===== src/rtl/result_serializer_if.sv =====
// ---------------------------------------------------------------------------
// result_serializer_if
// Bundles the serializer's feeder-side and host-side signals.
//   capture    : 1-cycle pulse, c_in holds valid results
//   c_in       : N_OUT packed results, result i at [ACC_W*i +: ACC_W]
//   mode       : 0 = full-width bytes, 1 = signed-saturated single byte
//   rd_strobe  : host consumed the current byte
//   clr_ovf    : clears the sticky overrun flag
//   data_out   : current byte (registered)
//   data_valid : data_out holds an unconsumed byte
//   last       : data_out is the final byte of the snapshot
//   busy       : snapshot in progress
//   overrun    : sticky, a capture was dropped while busy
// Modports: master = serializer, slave = feeder/host side.
// ---------------------------------------------------------------------------
interface result_serializer_if #(
    parameter int ACC_W = 16,
    parameter int N_OUT = 4,
    parameter int OUT_W = 8
);
    logic                   capture;
    logic [N_OUT*ACC_W-1:0] c_in;
    logic                   mode;
    logic                   rd_strobe;
    logic                   clr_ovf;
    logic [OUT_W-1:0]       data_out;
    logic                   data_valid;
    logic                   last;
    logic                   busy;
    logic                   overrun;

    modport master (
        input  capture, c_in, mode, rd_strobe, clr_ovf,
        output data_out, data_valid, last, busy, overrun
    );

    modport slave (
        output capture, c_in, mode, rd_strobe, clr_ovf,
        input  data_out, data_valid, last, busy, overrun
    );
endinterface


===== src/rtl/result_serializer.sv =====
// ---------------------------------------------------------------------------
// result_serializer
// Snapshots the N_OUT accumulator results of the systolic array on capture and
// streams them to the host one byte per rd_strobe, either as full ACC_W words
// (low byte first) or saturated to signed OUT_W bytes.
// Ports:
//   clk   : system clock, rising edge
//   rst_n : asynchronous active-low reset
//   bus   : result_serializer_if.master (capture/c_in/mode/rd_strobe/clr_ovf in,
//           data_out/data_valid/last/busy/overrun out)
// ---------------------------------------------------------------------------
module result_serializer #(
    parameter int ACC_W = 16,
    parameter int N_OUT = 4,
    parameter int OUT_W = 8
) (
    input  logic               clk,
    input  logic               rst_n,
    result_serializer_if.master bus
);
    localparam int FLAT_W = N_OUT * ACC_W;
    localparam int IDX_W  = $clog2(2 * N_OUT);
    localparam logic [IDX_W-1:0] LAST_FULL = IDX_W'(2 * N_OUT - 1);
    localparam logic [IDX_W-1:0] LAST_SAT  = IDX_W'(N_OUT - 1);
    localparam logic signed [ACC_W-1:0] SAT_MAX = ACC_W'((1 << (OUT_W - 1)) - 1);
    localparam logic signed [ACC_W-1:0] SAT_MIN = ~SAT_MAX;

    typedef enum logic {IDLE, STREAM} state_t;

    state_t            state_q, state_d;
    logic [IDX_W-1:0]  index_q, index_d;
    logic [FLAT_W-1:0] shadow_q;
    logic              mode_q, mode_d;
    logic [OUT_W-1:0]  data_q, data_d;
    logic              valid_q, valid_d;
    logic              last_q, last_d;
    logic              ovf_q, ovf_d;
    logic              load;
    logic              drop;
    logic [IDX_W-1:0]  nxt_idx;
    logic [IDX_W-1:0]  last_idx;

    function automatic logic [OUT_W-1:0] sat_byte(input logic signed [ACC_W-1:0] v);
        if (v > SAT_MAX)
            return SAT_MAX[OUT_W-1:0];
        else if (v < SAT_MIN)
            return SAT_MIN[OUT_W-1:0];
        else
            return v[OUT_W-1:0];
    endfunction

    // In full mode two consecutive indices share one result (low byte, then high).
    function automatic logic [OUT_W-1:0] pick_byte(input logic [FLAT_W-1:0] flat,
                                                   input logic             sat_mode,
                                                   input logic [IDX_W-1:0] idx);
        logic signed [ACC_W-1:0] word;
        int sel;
        sel  = sat_mode ? int'(idx) : int'(idx >> 1);
        word = flat[ACC_W*sel +: ACC_W];
        if (sat_mode)
            return sat_byte(word);
        else if (idx[0])
            return word[ACC_W-1 -: OUT_W];
        else
            return word[OUT_W-1:0];
    endfunction

    always_comb begin
        state_d  = state_q;
        index_d  = index_q;
        mode_d   = mode_q;
        data_d   = data_q;
        valid_d  = valid_q;
        last_d   = last_q;
        ovf_d    = ovf_q;
        load     = 1'b0;
        drop     = 1'b0;
        nxt_idx  = index_q + IDX_W'(1);
        last_idx = mode_q ? LAST_SAT : LAST_FULL;

        case (state_q)
            IDLE: begin
                if (bus.capture)
                    load = 1'b1;
            end
            STREAM: begin
                if (bus.rd_strobe && last_q) begin
                    // A capture on the final strobe chains straight into the next snapshot.
                    if (bus.capture) begin
                        load = 1'b1;
                    end else begin
                        state_d = IDLE;
                        index_d = '0;
                        valid_d = 1'b0;
                        last_d  = 1'b0;
                    end
                end else begin
                    if (bus.capture)
                        drop = 1'b1;
                    if (bus.rd_strobe) begin
                        index_d = nxt_idx;
                        data_d  = pick_byte(shadow_q, mode_q, nxt_idx);
                        last_d  = (nxt_idx == last_idx);
                    end
                end
            end
            default: state_d = IDLE;
        endcase

        if (load) begin
            state_d = STREAM;
            index_d = '0;
            mode_d  = bus.mode;
            data_d  = pick_byte(bus.c_in, bus.mode, '0);
            valid_d = 1'b1;
            last_d  = ((bus.mode ? LAST_SAT : LAST_FULL) == '0);
        end

        // Set has priority over clear.
        if (drop)
            ovf_d = 1'b1;
        else if (bus.clr_ovf)
            ovf_d = 1'b0;
    end

    always_ff @(posedge clk or negedge rst_n) begin
        if (!rst_n) begin
            state_q  <= IDLE;
            index_q  <= '0;
            shadow_q <= '0;
            mode_q   <= 1'b0;
            data_q   <= '0;
            valid_q  <= 1'b0;
            last_q   <= 1'b0;
            ovf_q    <= 1'b0;
        end else begin
            state_q <= state_d;
            index_q <= index_d;
            mode_q  <= mode_d;
            data_q  <= data_d;
            valid_q <= valid_d;
            last_q  <= last_d;
            ovf_q   <= ovf_d;
            if (load)
                shadow_q <= bus.c_in;
        end
    end

    assign bus.data_out   = data_q;
    assign bus.data_valid = valid_q;
    assign bus.last       = last_q;
    assign bus.busy       = (state_q == STREAM);
    assign bus.overrun    = ovf_q;

endmodule


===== src/flat_wrapper.sv =====
// flat-port wrapper written by rule: the top's interface ports become plain ports
module result_serializer_flat 
#(
    parameter int ACC_W = 16,
    parameter int N_OUT = 4,
    parameter int OUT_W = 8
)
  (clk, rst_n, bus_capture, bus_c_in, bus_mode, bus_rd_strobe, bus_clr_ovf, bus_data_out, bus_data_valid, bus_last, bus_busy, bus_overrun);
  result_serializer_if #(.ACC_W(ACC_W), .N_OUT(N_OUT), .OUT_W(OUT_W)) bus_i ();
  input  logic clk;
  input  logic rst_n;
  input wire logic [$bits(bus_i.capture)-1:0] bus_capture;
  input wire logic [$bits(bus_i.c_in)-1:0] bus_c_in;
  input wire logic [$bits(bus_i.mode)-1:0] bus_mode;
  input wire logic [$bits(bus_i.rd_strobe)-1:0] bus_rd_strobe;
  input wire logic [$bits(bus_i.clr_ovf)-1:0] bus_clr_ovf;
  output wire logic [$bits(bus_i.data_out)-1:0] bus_data_out;
  output wire logic [$bits(bus_i.data_valid)-1:0] bus_data_valid;
  output wire logic [$bits(bus_i.last)-1:0] bus_last;
  output wire logic [$bits(bus_i.busy)-1:0] bus_busy;
  output wire logic [$bits(bus_i.overrun)-1:0] bus_overrun;
  assign bus_i.capture = bus_capture;
  assign bus_i.c_in = bus_c_in;
  assign bus_i.mode = bus_mode;
  assign bus_i.rd_strobe = bus_rd_strobe;
  assign bus_i.clr_ovf = bus_clr_ovf;
  assign bus_data_out = bus_i.data_out;
  assign bus_data_valid = bus_i.data_valid;
  assign bus_last = bus_i.last;
  assign bus_busy = bus_i.busy;
  assign bus_overrun = bus_i.overrun;
  result_serializer #(.ACC_W(ACC_W), .N_OUT(N_OUT), .OUT_W(OUT_W)) u_core (.clk(clk), .rst_n(rst_n), .bus(bus_i));
endmodule

===== config.mk =====
export PLATFORM = sky130hd
export DESIGN_NAME = result_serializer_flat
export DESIGN_NICKNAME = d
export VERILOG_FILES = /design/src/rtl/result_serializer_if.sv /design/src/rtl/result_serializer.sv /design/src/flat_wrapper.sv
export SDC_FILE = /design/constraint.sdc
export NUM_CORES = 1
export LEC_CHECK = 0
export CORE_UTILIZATION = 40
export CTS_CLUSTER_DIAMETER = 80
export CTS_CLUSTER_SIZE = 40
export DETAILED_ROUTE_END_ITERATION = 8
export HOLD_SLACK_MARGIN = 0.02
export PLACE_DENSITY_LB_ADDON = 0.08
export SLEW_MARGIN = 15
export SYNTH_ARGS = -nofsm -noshare
export SYNTH_HDL_FRONTEND = slang
export SYNTH_SLANG_ARGS = --single-unit

===== constraint.sdc =====
create_clock -name clk -period 3.6 [get_ports clk]
set_input_delay 0.36 -clock clk [delete_from_list [all_inputs] [get_ports clk]]
set_output_delay 0.36 -clock clk [all_outputs]
set_load 0.005 [all_outputs]

Word level (Yosys, flattened, before mapping)
Index checks and enable logic that the tools add are counted.
{"block": "word_totals", "inputBits": 70, "out_inout_bits": 12, "latchBits": 0, "mem_bits_rw": 0, "wordCells": 66, "reg_bits": 80, "rom_bits": 0, "n_memories": 0}
{"block": "op_classes", "reduce_logical": 10, "addsub": 1, "div": 0, "eq_ne": 4, "magnitude_cmp": 4, "mul": 0, "shift": 1, "n_bitwise": 1, "n_mux": 37}
{"cell": "8-bit two-way mux", "n": 11}
{"cell": "64-bit by 32-bit indexed part select with 16-bit output", "n": 1}
{"cell": "16-bit by 8-bit greater-than comparator with 1-bit output, second input constant", "n": 2}
{"cell": "16-bit by 8-bit less-than comparator with 1-bit output, second input constant", "n": 2}
{"cell": "3-bit two-way mux", "n": 8}
{"cell": "1-bit two-way mux", "n": 17}
{"cell": "3-bit AND reduction", "n": 3}
{"cell": "2-bit nonzero test", "n": 4}
{"cell": "2-bit by 1-bit inequality test with 1-bit output, second input constant", "n": 2}
{"cell": "3-bit by 1-bit adder with 3-bit output, second input constant", "n": 1}
{"cell": "3-bit == test", "n": 1}
{"cell": "3-bit zero test", "n": 1}
{"cell": "3-bit by 2-bit inequality test with 1-bit output, second input constant", "n": 1}
{"cell": "3-bit nonzero test", "n": 1}
{"cell": "1-bit one-hot mux with 2 select lines", "n": 1}
{"cell": "1-bit logical AND", "n": 1}
{"cell": "1-bit NOT", "n": 1}

Logic depth before layout (Yosys ltp)
{"block": "logic_depth", "ltp_word": 11, "mapped_depth": 12, "ltp_nobuf": 9}

Worst setup path before layout
Ideal clock, no wire load.
{"block": "synth_timing", "path_kind": "register to register", "from": "register u_core.index_q[0]", "to": "register u_core.data_q[7] (netlist: u_core.bus.data_out[7])", "synth_period_minus_slack_ns": 2.759, "setup_time_ns": 0.082, "arrival_time_ns": 2.677, "slack_ns": 0.841, "required_time_ns": 3.518, "n_path_buf": 2, "stages_incl_launch_ff": 12, "path_cell_list": "dfrtp_1 > clkbuf_1 > inv_1 > ha_1 > buf_2 > nor3_1 > a211oi_1 > a31o_2 > a21oi_1 > a211oi_4 > or4_1 > a31oi_1"}
{"block": "synth_between", "elab_chain_len": 11, "elab_cells_between_ends": 13, "cone_classes": "add/sub: 1; order compare: 2; shift: 1; mux: 9"}
{"element": "from (decl)", "line_no": "result_serializer.sv:31", "source": "logic [IDX_W-1:0] index_q, index_d;"}
{"element": "from (signal assigned)", "line_no": "result_serializer.sv:138", "source": "index_q <= index_d;"}
{"element": "3-bit by 1-bit adder with 3-bit output (*)", "line_no": "result_serializer.sv:78", "source": "nxt_idx = index_q + IDX_W'(1);"}
{"element": "3-bit two-way mux", "line_no": "result_serializer.sv:58", "source": "sel = sat_mode ? int'(idx) : int'(idx >> 1);"}
{"element": "64-bit by 32-bit indexed part select with 16-bit output", "line_no": "result_serializer.sv:59", "source": "word = flat[ACC_W*sel +: ACC_W];"}
{"element": "16-bit by 8-bit less-than comparator with 1-bit output", "line_no": "result_serializer.sv:46", "source": "else if (v < SAT_MIN)"}
{"element": "8-bit two-way mux", "line_no": "result_serializer.sv:46"}
{"element": "8-bit two-way mux", "line_no": "result_serializer.sv:44", "source": "if (v > SAT_MAX)"}
{"element": "8-bit two-way mux (*)", "line_no": "result_serializer.sv:60", "source": "if (sat_mode)"}
{"element": "8-bit two-way mux (*)", "line_no": "result_serializer.sv:100", "source": "if (bus.rd_strobe) begin"}
{"element": "8-bit two-way mux (*)", "line_no": "result_serializer.sv:87", "source": "if (bus.rd_strobe && last_q) begin"}
{"element": "8-bit two-way mux (*)", "line_no": "result_serializer.sv:81", "source": "case (state_q)"}
{"element": "8-bit two-way mux (*)", "line_no": "result_serializer.sv:110", "source": "if (load) begin"}
{"element": "to (signal assigned)", "line_no": "result_serializer.sv:140", "source": "data_q <= data_d;"}
{"element": "to (decl)", "line_no": "result_serializer.sv:34", "source": "logic [OUT_W-1:0] data_q, data_d;"}
Mark *: on every way between the ends. The rest lies on a longest branch, timed or not. The select of a mux whose other input is x is not followed.
A chain may end at the register's enable or synchronous reset.

Final worst setup path
{"block": "layout_timing", "from": "register u_core.index_q[0]", "to": "register u_core.data_q[6] (netlist: u_core.bus.data_out[6])"}
The elaborated chain is that of the path after synthesis.

==> out/metrics.csv <==
stage,metric,value,unit
outcome,outcome,"complete, no violations",
synthesis,Mapped Area,4530,um^2
die,chip height,108,um
cts,htree depth,3,
cells_and_area,"most common cell after layout, fill and taps aside",nand2_1,
worst_setup_path,Buf/Inv on CP,4,
sta,final hold violation count,0,
worst_setup_path,CP Data Arrival Time,3280,ps
synthesis,Ys Warns,0,
route,Detail Route Antenna Nets,0,
route,drt initial violations,304,
worst_setup_path,cell depth of the worst setup path,10,
die,num rows,38,
route,drt wl/cell,16.9,um
sta,Max-slew headroom,30.6,%
cts,clk sink count,80,
synthesis,Mapped Nets,648,
synthesis,number of synthesized register bits,80,
sta,f_max,333,MHz
sta,final-report setup violation count,0,
min_path,class of the worst hold path,in2async,
die,core footprint,10900,um^2
global_route,wire length of the first global-routing pass,21.5,mm
sta,Clock Skew,7.40,ps
worst_setup_path,max incr delay on CP,670,ps
cts,clk buf depth,2,
route,WL final,13.6,mm
worst_setup_path,R2R Path End,u_core.bus.data_out[6],
cts,cts bufs inserted,9,
placement,PortBufs,81,
route,DRT Pass-1 Iters,5,
worst_setup_path,Worst path most repeated cell,buf_4,
global_route,via count of the first global-routing pass,3930,
cells_and_area,"commonest cells after routing, fill and taps aside","246 x nand2_1, 80 x clkdlybuf4s50_1, 80 x dfrtp_1",
flow_run,Max-Cap Viols,0,
global_route,largest net degree at the start of global routing,81,
worst_setup_path,Reg2Reg Depth,10,
cts,postcts setup bufs,0,
sta,Final period util,83.5,%
pwr,LEAKAGE,2.74,nW
synthesis,top_reg_cell synth,dfrtp_1,
route,Via-to-Cell Ratio,5.31,
cts,CTS Hold Bufs,0,
cells_and_area,share of layout cells above drive strength 1,7.98,%
synthesis,synthesized instance count,575,
pwr,Pwr Total,6.04,mW
cells_and_area,n_diodes,0,
die,I/O Pins,82,
sta,Slew Limit Fails,0,
worst_setup_path,type of origin of the critical path,register,
cts,CTS tree,done,
cells_and_area,Layout Cells excl Fill,804,
worst_setup_path,Worst Setup EP,u_core.bus.data_out[6],
sta,RSZ-0062 raised after global routing,no,
global_route,total track usage,24.6,%
die,Starting Density,41.4,%
global_route,GR Overflow Total,0,
synthesis,Synth cell types,46,
cells_and_area,nets,732,
sta,Final Hold Slack,173,ps
cts,CTS Root Cell,clkbuf_16,
pwr,maximum vdd drop,0.000392,V
synthesis,ys async rst share,100,%
pwr,PwrDens,1030,nW/um^2
placement,dpl hpwl,10.1,mm
worst_setup_path,flop-to-flop setup slack,590,ps
sta,setup TNS,0,ps
worst_setup_path,FF-to-FF Start,u_core.index_q[0],
cts,CTS resizes,0,
placement,Placed Cells,788,
worst_setup_path,CP required,3870,ps
worst_setup_path,worst path cell trace,inv_1 > ha_1 > inv_2 > nor2_1 > buf_4 > a211oi_1 > a2111oi_0 > buf_4 > o21ai_0 > o21ai_1,
route,Remaining DRCs,0,
worst_setup_path,"CP delay by family, top",compound AO/OA/AOI/OAI gates,
global_route,initial antenna violation count,0,
synthesis,number of flops mapped to enable cells by yosys,0,
worst_setup_path,Crit Path Class,reg2reg,
sta,Final Critical Period,3010,ps
route,vias,4269,
sta,Worst-Margin Slew,1040,ps
placement,GP Congestion,0.834,
worst_setup_path,"Max FO, Critical Path",8,
worst_setup_path,worst setup path start,u_core.index_q[0],
cts,Worst-path clk slew,60,ps
cells_and_area,P&R area growth vs syn,29.3,%
synthesis,sequential area share after synthesis,44.2,%
worst_setup_path,CP Capture Type,register,
cts,worst-skew pair later-pin latency,340,ps
die,Die Width,108,um
worst_setup_path,CP max stage cell,a2111oi_0,
die,die area,11800,um^2
synthesis,syn avg cell area,7.88,um^2
-- worst min-delay path by stage --
| stage | to | slack, ps | depth (start not counted) |
|---|---|---|---|
| floorplan | u_core.bus.busy | 60 | 0 |
| global placement | u_core.bus.data_out[5] | 480 | 2 |
| detailed placement | u_core.bus.data_out[1] | 490 | 2 |
| CTS | u_core.bus.busy | 230 | 1 |
| global route | u_core.bus.busy | 280 | 1 |
| finish | u_core.bus.busy | 170 | 1 |
-- through the flow --
step                setup slack (ps)  area, um^2  utilization, %
global route                     355        5860            53.6
detailed placement               575        5560            50.8
CTS                              544        5860            53.6
global placement                 609        5560            50.8
floorplan                        841        4530               -
finish                           595        5860            53.6
-- Yosys cell counts, types with 4 or more instances --
master / number / area share (%)
buf_2: 4 / 0.44
mux2i_1: 22 / 4.9
inv_1: 6 / 0.50
dfrtp_1: 80 / 44
o21ai_1: 7 / 0.77
mux4_2: 4 / 2.0
buf_1: 5 / 0.41
a31oi_1: 4 / 0.55
nand3_1: 23 / 2.5
a211o_1: 4 / 0.77
nor3_1: 11 / 1.2
o211ai_1: 4 / 0.66
nor4_1: 6 / 0.83
and2_1: 7 / 0.97
nand4_1: 11 / 1.5
clkbuf_1: 21 / 1.7
o21ai_0: 25 / 2.8
nor2_1: 20 / 1.7
a22oi_1: 8 / 1.3
nand2_1: 247 / 20
nor2b_1: 4 / 0.55
a211oi_1: 6 / 0.99
a21oi_1: 10 / 1.1
a2111oi_0: 7 / 1.4
-- routing by layer --
metal | track usage (%) | share of wire, % | vias to the layer above
li1 | - | - | 2132
met1 | 36.2 | 50 | 2006
met2 | 36.5 | 44 | 117
met3 | 3.56 | 4.4 | 14
met4 | 8.98 | 1.6 | 0
met5 | 0 | 0 | -
-- worst reg2reg max path: cells and delay by family, from the launching register on --
family	cells	cell delay (ps)
flops	1	400
simple gates	1	430
buf+inv	4	680
compound gates	4	930
fa+ha+maj	1	500
-- final cells by class --
cell class | count | area [um^2]
clock buffer | 10 | 239
clock inverter | 6 | 58.8
fill | 1056 | 5080
inverter | 8 | 32.5
multi-input combinational | 456 | 2370
sequential | 80 | 2000
tap | 140 | 175
timing repair buffer | 104 | 981
-- flip-flops by register name (all words and copies together) (netlist names) --
signal / flops
u_core.bus.data_valid: 1
u_core.index_q: 3
u_core.mode_q: 1
u_core.bus.last: 1
u_core.bus.overrun: 1
u_core.bus.data_out: 8
u_core.shadow_q: 64
u_core.bus.busy: 1
-- cell families (layout without fill, tap and decap cells) --
| group | count (synthesis) | in the layout | synth area share, % |
|---|---|---|---|
| AO/OA/AOI/OAI | 87 | 87 | 12.9 |
| multiplexers | 27 | 27 | 7.10 |
| buffers and inverters | 39 | 128 | 3.56 |
| adder cells (fa/ha/maj) | 3 | 3 | 0.829 |
| AND/OR/NAND/NOR | 338 | 338 | 31.0 |
| XOR/XNOR | 1 | 1 | 0.359 |
| flip-flops | 80 | 80 | 44.2 |
-- power breakdown --
group | total [mW] | switching [mW] | internal [mW]
sequential | 1.80 | 0.487 | 1.31
combinational | 3.32 | 1.84 | 1.48
clock | 0.917 | 0.365 | 0.552
total | 6.04 | 2.69 | 3.35
Note: power is estimated with default switching activity, not from simulation.
